$ cat src/rtl/mshr_multi_lookup.sv
// mshr_multi_lookup
// Miss status holding register for one cache bank. Tracks outstanding line
// misses plus per-request metadata, with several parallel lookup ports, a
// per-entry prefetch flag that demand traffic can promote away, capacity held
// back from prefetches, and occupancy counters.
//
// Ports:
//   clk, reset                 clock, asynchronous active-high reset
//   allocate_*                 miss allocation from tag check; allocate_id is
//                              the entry the next accepted allocation fills
//   fill_valid/fill_id         memory response; fill_addr reads that entry
//   replay_valid/replay_addr   mark every valid entry at that line ready
//   lookup_addr/lookup_id      per-port address probe, excluding one entry
//   lookup_match/_pf_match     per-port hit and hit-on-prefetch flags
//   promote_valid/promote_id   clear an entry's prefetch flag
//   dequeue_*                  lowest-index ready entry, valid/ready handshake
//   release_valid/release_id   free an entry
//   count/pf_count/full/empty  occupancy status
module mshr_multi_lookup #(
   parameter int MSHR_SIZE       = 8,
   parameter int LINE_ADDR_WIDTH = 26,
   parameter int DATA_WIDTH      = 32,
   parameter int NUM_LOOKUPS     = 2,
   parameter int PF_RESERVE      = 2,
   parameter int IDW             = $clog2(MSHR_SIZE),
   parameter int CNTW            = $clog2(MSHR_SIZE + 1)
) (
   input  logic                                 clk,
   input  logic                                 reset,
   input  logic                                 allocate_valid,
   input  logic                                 allocate_prefetch,
   input  logic [LINE_ADDR_WIDTH-1:0]           allocate_addr,
   input  logic [DATA_WIDTH-1:0]                allocate_data,
   output logic                                 allocate_ready,
   output logic [IDW-1:0]                       allocate_id,
   input  logic                                 fill_valid,
   input  logic [IDW-1:0]                       fill_id,
   output logic [LINE_ADDR_WIDTH-1:0]           fill_addr,
   input  logic                                 replay_valid,
   input  logic [LINE_ADDR_WIDTH-1:0]           replay_addr,
   input  logic [NUM_LOOKUPS*LINE_ADDR_WIDTH-1:0] lookup_addr,
   input  logic [NUM_LOOKUPS*IDW-1:0]           lookup_id,
   output logic [NUM_LOOKUPS-1:0]               lookup_match,
   output logic [NUM_LOOKUPS-1:0]               lookup_pf_match,
   input  logic                                 promote_valid,
   input  logic [IDW-1:0]                       promote_id,
   output logic                                 dequeue_valid,
   output logic [IDW-1:0]                       dequeue_id,
   output logic [LINE_ADDR_WIDTH-1:0]           dequeue_addr,
   output logic [DATA_WIDTH-1:0]                dequeue_data,
   output logic                                 dequeue_prefetch,
   input  logic                                 dequeue_ready,
   input  logic                                 release_valid,
   input  logic [IDW-1:0]                       release_id,
   output logic [CNTW-1:0]                      count,
   output logic [CNTW-1:0]                      pf_count,
   output logic                                 full,
   output logic                                 empty
);

   logic [MSHR_SIZE-1:0]       valid_q, ready_q, pf_q;
   logic [MSHR_SIZE-1:0]       valid_n, ready_n, pf_n;
   logic [LINE_ADDR_WIDTH-1:0] addr_q [MSHR_SIZE];
   logic [DATA_WIDTH-1:0]      data_q [MSHR_SIZE];
   logic [CNTW-1:0]            count_q, count_n, pf_count_q, pf_count_n;
   logic [CNTW-1:0]            free_cnt;
   logic                       dequeue_valid_q, dequeue_valid_n;
   logic [IDW-1:0]             dequeue_id_q, dequeue_id_n;
   logic [IDW-1:0]             alloc_id_q, alloc_id_n;
   logic                       alloc_fire, dequeue_fire, release_eff, promote_eff;

   // Prefetches may not consume the last PF_RESERVE free entries, so demand
   // misses can always make progress even under a prefetch flood.
   assign free_cnt       = CNTW'(MSHR_SIZE) - count_q;
   assign allocate_ready = allocate_prefetch ? (free_cnt > CNTW'(PF_RESERVE))
                                             : (free_cnt != '0);
   assign alloc_fire     = allocate_valid & allocate_ready;
   assign dequeue_fire   = dequeue_valid_q & dequeue_ready;
   assign release_eff    = release_valid & valid_q[release_id];
   // A promote that collides with a release of the same entry is absorbed by
   // the release, so pf_count drops only once.
   assign promote_eff    = promote_valid & valid_q[promote_id] & pf_q[promote_id]
                         & ~(release_eff & (release_id == promote_id));

   // Next-state entry table. Later assignments take priority: fill and replay
   // re-set ready after a dequeue clear, and release overrides everything.
   always_comb begin
      valid_n = valid_q;
      ready_n = ready_q;
      pf_n    = pf_q;
      if (alloc_fire) begin
         valid_n[alloc_id_q] = 1'b1;
         ready_n[alloc_id_q] = 1'b0;
         pf_n[alloc_id_q]    = allocate_prefetch;
      end
      if (dequeue_fire) begin
         ready_n[dequeue_id_q] = 1'b0;
      end
      if (fill_valid) begin
         ready_n[fill_id] = 1'b1;
      end
      if (replay_valid) begin
         for (int i = 0; i < MSHR_SIZE; i++) begin
            if (valid_q[i] && (addr_q[i] == replay_addr)) begin
               ready_n[i] = 1'b1;
            end
         end
      end
      if (promote_eff) begin
         pf_n[promote_id] = 1'b0;
      end
      if (release_eff) begin
         valid_n[release_id] = 1'b0;
         ready_n[release_id] = 1'b0;
         pf_n[release_id]    = 1'b0;
      end
   end

   // Counters apply the net effect of everything that happens in one cycle.
   always_comb begin
      count_n    = count_q + CNTW'(alloc_fire) - CNTW'(release_eff);
      pf_count_n = pf_count_q + CNTW'(alloc_fire & allocate_prefetch)
                 - CNTW'(release_eff & pf_q[release_id]) - CNTW'(promote_eff);
   end

   // Lowest free slot and lowest ready slot are chosen from the next-state
   // table so both can be registered and presented a cycle later with no
   // priority encoder on the output path. The descending scan leaves the
   // lowest matching index as the final assignment.
   always_comb begin
      alloc_id_n      = '0;
      dequeue_valid_n = 1'b0;
      dequeue_id_n    = '0;
      for (int i = MSHR_SIZE - 1; i >= 0; i--) begin
         if (!valid_n[i]) begin
            alloc_id_n = IDW'(i);
         end
         if (valid_n[i] && ready_n[i]) begin
            dequeue_valid_n = 1'b1;
            dequeue_id_n    = IDW'(i);
         end
      end
   end

   // Lookup ports see only registered state; each port ignores the entry it
   // names so a request can probe for other misses to its own line.
   always_comb begin
      lookup_match    = '0;
      lookup_pf_match = '0;
      for (int k = 0; k < NUM_LOOKUPS; k++) begin
         for (int i = 0; i < MSHR_SIZE; i++) begin
            if (valid_q[i]
                && (addr_q[i] == lookup_addr[k*LINE_ADDR_WIDTH +: LINE_ADDR_WIDTH])
                && (IDW'(i) != lookup_id[k*IDW +: IDW])) begin
               lookup_match[k] = 1'b1;
               if (pf_q[i]) begin
                  lookup_pf_match[k] = 1'b1;
               end
            end
         end
      end
   end

   // Control state: cleared asynchronously so a reset mid-burst drops all
   // outstanding misses immediately.
   always_ff @(posedge clk or posedge reset) begin
      if (reset) begin
         valid_q         <= '0;
         ready_q         <= '0;
         pf_q            <= '0;
         count_q         <= '0;
         pf_count_q      <= '0;
         dequeue_valid_q <= 1'b0;
         dequeue_id_q    <= '0;
         alloc_id_q      <= '0;
      end else begin
         valid_q         <= valid_n;
         ready_q         <= ready_n;
         pf_q            <= pf_n;
         count_q         <= count_n;
         pf_count_q      <= pf_count_n;
         dequeue_valid_q <= dequeue_valid_n;
         dequeue_id_q    <= dequeue_id_n;
         alloc_id_q      <= alloc_id_n;
      end
   end

   // Payload storage carries no reset; it is only meaningful while valid.
   always_ff @(posedge clk) begin
      if (alloc_fire) begin
         addr_q[alloc_id_q] <= allocate_addr;
         data_q[alloc_id_q] <= allocate_data;
      end
   end

   assign allocate_id      = alloc_id_q;
   assign fill_addr        = addr_q[fill_id];
   assign dequeue_valid    = dequeue_valid_q;
   assign dequeue_id       = dequeue_id_q;
   assign dequeue_addr     = addr_q[dequeue_id_q];
   assign dequeue_data     = data_q[dequeue_id_q];
   assign dequeue_prefetch = pf_q[dequeue_id_q];
   assign count            = count_q;
   assign pf_count         = pf_count_q;
   assign full             = (count_q == CNTW'(MSHR_SIZE));
   assign empty            = (count_q == '0);

   // Protocol checks: fills and releases must name live entries, and the
   // counters must never wrap.
   fill_of_free_entry: assert property (@(posedge clk) disable iff (reset)
      fill_valid |-> valid_q[fill_id]);
   release_of_free_entry: assert property (@(posedge clk) disable iff (reset)
      release_valid |-> valid_q[release_id]);
   count_overflow: assert property (@(posedge clk) disable iff (reset)
      !(alloc_fire && !release_eff && (count_q == CNTW'(MSHR_SIZE))));
   pf_count_underflow: assert property (@(posedge clk) disable iff (reset)
      !(promote_eff && (pf_count_q == '0)));

endmodule
$ cat config.mk
export PLATFORM = sky130hd
export DESIGN_NAME = mshr_multi_lookup
export DESIGN_NICKNAME = d
export VERILOG_FILES = /design/src/rtl/mshr_multi_lookup.sv
export SDC_FILE = /design/constraint.sdc
export NUM_CORES = 1
export LEC_CHECK = 0
export CAP_MARGIN = 10
export CELL_PAD_IN_SITES_DETAIL_PLACEMENT = 0
export CELL_PAD_IN_SITES_GLOBAL_PLACEMENT = 2
export CORE_MARGIN = 2
export CORE_UTILIZATION = 33
export DETAILED_ROUTE_END_ITERATION = 8
export MAX_ROUTING_LAYER = met4
export PLACE_DENSITY = 0.66
export RECOVER_POWER = 50
export SYNTH_ARGS = -nofsm -noshare
export SYNTH_HDL_FRONTEND = slang
export SYNTH_SLANG_ARGS = --single-unit
export TNS_END_PERCENT = 30
$ cat constraint.sdc
create_clock -name clk -period 7.5 [get_ports clk]
set_input_delay 1.5 -clock clk [delete_from_list [all_inputs] [get_ports clk]]
set_output_delay 1.5 -clock clk [all_outputs]
set_load 0.01 [all_outputs]
==> metrics.txt <==
most frequent cell on the critical path=sky130_fd_sc_hd__nor4_1; result of the run=finished, violations left; global route total overflow=0; routed via count=approximately 20000; type of destination of the critical path=output pin; areal power density over the cells=321.2 nW/um^2; Max Transition Viols Final=roughly 110; number of buffers on the longest clock path=3; worst hold start=pf_count[3]; Hold WC Path Type=flop to flop; first drt pass iteration count=7; number of resized instances in the post-cts repair step=0; H-tree depth reported by CTS=2; final worst slack=575.2 ps; design internal power=roughly 7.3 mW; Die Y-Extent=300.8 microns; Switch Pwr=~4.0 mW; family with the most delay on the worst path=buffers and inverters; area of all placed cells without fillers=roughly 35000 sq um; final net count=between 2000 and 2500; share of the yosys chip area belonging to registers=between 50% and 60%; number of clock buffers inserted by TritonCTS=between 50 and 60; final worst-path cycle share=92.33%; hold violation count in the final report=0; combinational share of power=between 30% and 40%; arrival time reported for the critical path endpoint=~5400 ps; cell row count=between 100 and 150; required time worst endpoint=6000 ps; Post-DP HPWL=between 100000 and 150000 microns; Post CTS Setup Buffer Count=0; number of clock sinks seen by CTS=~500; Post-Place Setup Slack=674.7 ps; total length of routed wires=around 140000 microns; combined area of all synthesized cells=roughly 29000 sq um; classification of the worst setup path=input port to output pin; setup-violating endpoint count in the final report=0; vias in the first global route=approximately 20000; Worst-path clk slew=approximately 60 ps; Worst slew margin=-15.71%; highest cell delay on the worst timing path=~700 ps; final setup TNS=0 ps; Clock Root Buffer=sky130_fd_sc_hd__clkbuf_16; net count after synthesis=between 2000 and 2500; fraction of power consumed by the clock network=around a quarter; count of state elements after synthesis=about 500; startpoint of the worst-slack reg-to-reg timing path=count[1]; shortest clock period the worst path allows after layout=just under 7000 ps; hold slack=around 480 ps; sequence of cells on the critical path=clkdlybuf4s50_1 > xnor2_1 > o21ai_0 > nor4_1 > nand3_1 > nor4_1 > buf_4 > nor4_1 > nand4b_1 > clkdlybuf4s50_1; remaining antenna violation count after routing=0; initial antenna violation count=13; final total power=11.29 mW; number of DRC violations after detailed routing=0; element type at the critical path start=input port; Worst setup startpoint=lookup_addr[2]; chip width=~300 microns; clk_skew=about 39 ps; Max Fanout on Critical Path=6; flip-flop cell with the highest count after synthesis=sky130_fd_sc_hd__edfxtp_1; clock tree from TritonCTS=built; largest area contributor in the netlist=sky130_fd_sc_hd__edfxtp_1; share of layout cells above drive strength 1=a little under a fifth; initial cell density of the core=33.39%; average routed wire per standard cell=between 30 and 40 microns; Post-Syn Area per Cell=14.26 sq um; Synth area leaders=sky130_fd_sc_hd__edfxtp_1, sky130_fd_sc_hd__mux4_2, sky130_fd_sc_hd__xnor2_1, sky130_fd_sc_hd__xor2_1, sky130_fd_sc_hd__dfrtp_1; Least-Margin Pin Slew=~1700 ps; library cell with the highest instance count after synthesis=sky130_fd_sc_hd__edfxtp_1; I/O pin total=around 270; switching part of the total=35.71%; share of async-settable or async-resettable flops after synthesis=7.753%; count of buffering cells on the critical path with inverters included=3; pin count of the biggest net entering global routing=91; area of placed instances=approximately 33000 sq um; total of buffers placed on input and output ports=between 200 and 300; leading post-synthesis cells by instance count=sky130_fd_sc_hd__edfxtp_1, sky130_fd_sc_hd__xnor2_1, sky130_fd_sc_hd__xor2_1; cell count after synthesis=2038; distinct cell type count after synthesis=between 60 and 70; clock insertion delay at the later pin of the skew report=650 ps; drt first-iter violations=between 2000 and 2500; number of enable-type register cells in the synthesized netlist=roughly 460; relative area change from synthesis to final layout=20.93%; max cap viols=5; violated checks=max-capacitance violations, max-slew violations; number of warnings issued by yosys=0; via/cell ratio=5.653; setup repair after global routing missed its margin=false; sequential share of power=between 30% and 40%; total of hold buffers inserted after clock tree synthesis=0; leakage=11.23 nW; overall fraction of global-route tracks in use=31.11%; gpl congestion=~1.1; Max VDD drop=230.0 uV; floorplan core area=between 80000 and 90000 sq um; FMAX=around 140 MHz; wire length of the first global-routing pass=183400 microns; total die area=90450 sq um; cell with the biggest individual delay on the critical path=sky130_fd_sc_hd__clkdlybuf4s50_1; proportion of netlist area held by the largest area contributor=a little under half
[per-stage QoR]
stage | std cells | util (%)
5_1_grt | 3515 | 40.38
2_1_floorplan | 2038 | -
6_report | 3515 | 40.38
3_5_place_dp | 3398 | 38.19
4_1_cts | 3504 | 40.42
3_3_place_gp | 3398 | 38.19
[routing by layer]
metal / global-route usage, % / share of wire (%)
met1: 42.58 / 44
met2: 47.69 / 46
met3: 4.661 / 6.0
met4: 9.796 / 3.6
met5: - / 0
[kinds of logic after synthesis]
group	after synthesis	synth area share, %
fa+ha+maj	15	0.7233
compound gates	96	2.644
xor+xnor	632	19.07
flops	503	51.30
mux	267	16.93
buf+inv	166	2.377
simple gates	359	6.949
[final timing paths]
path | end | slack, ps | cells past startpoint
max | lookup_match[0] | 580 | 10
min | pf_count[3] | 480 | 1
max reg2reg | dequeue_valid | 3030 | 11
min reg2reg | pf_count[3] | 480 | 1
max in group asynchronous | dequeue_id[0] | 4520 | 2
min in group asynchronous | dequeue_valid | 1800 | 2
[power by group through the flow]
stage          sequential, mW  clock (mW)  combinational [mW]
2_1_floorplan            3.93           0                2.50
3_3_place_gp             4.29           0                4.21
3_5_place_dp             4.31           0                4.21
4_1_cts                  4.25        2.94                4.23
5_1_grt                  4.29        3.04                4.40
6_report                 4.25        2.88                4.16
[cell type report]
cell class	count	area, sq um
inverter	28	107.6
fill	8200	51880
antenna	10	25.02
timing repair buffer	344	3243
sequential	503	14920
multi-input combinational	1369	13460
clock inverter	41	461.7
clock buffer	65	1478
tap	1155	1445
[cells in the final DEF (no fill, tap or decap), drive strengths merged, types with 8 or more instances in the layout]
| cell type | instances |
|---|---|
| ha | 12 |
| a21oi | 10 |
| edfxtp | 464 |
| nand2b | 15 |
| mux2 | 86 |
| nor2 | 44 |
| nand2 | 37 |
| clkdlybuf4s50 | 195 |
| nor3 | 16 |
| bufinv | 8 |
| diode | 10 |
| a211oi | 10 |
| nor2b | 9 |
| dlygate4sd3 | 68 |
| nand4 | 93 |
| nand3 | 28 |
| xor2 | 292 |
| inv | 29 |
| o21ai | 28 |
| mux4 | 171 |
| mux2i | 10 |
| clkinv | 29 |
| xnor2 | 340 |
| buf | 77 |
| clkbuf | 69 |
| dfrtp | 39 |
| nor4 | 92 |
[sequential cells by signal, summed over array words and instances (netlist names)]
signal	cells
pf_q	8
ready_q	8
addr_q	208
data_q	256
valid_q	8
dequeue_valid	1
allocate_id	3
count	4
pf_count	4
dequeue_id	3
[worst register-to-register path, cell delays in order (launching register included)]
cell	delay (ps)
sky130_fd_sc_hd__dfrtp_1	470
sky130_fd_sc_hd__inv_1	140
sky130_fd_sc_hd__ha_1	200
sky130_fd_sc_hd__nand3b_1	120
sky130_fd_sc_hd__a21oi_1	340
sky130_fd_sc_hd__a2111oi_0	850
sky130_fd_sc_hd__clkbuf_1	1190
sky130_fd_sc_hd__nor2_1	160
sky130_fd_sc_hd__a211oi_2	300
sky130_fd_sc_hd__nand2b_1	190
sky130_fd_sc_hd__nand4_1	140
sky130_fd_sc_hd__or2_1	250
Power figures use the tool's default switching activity.
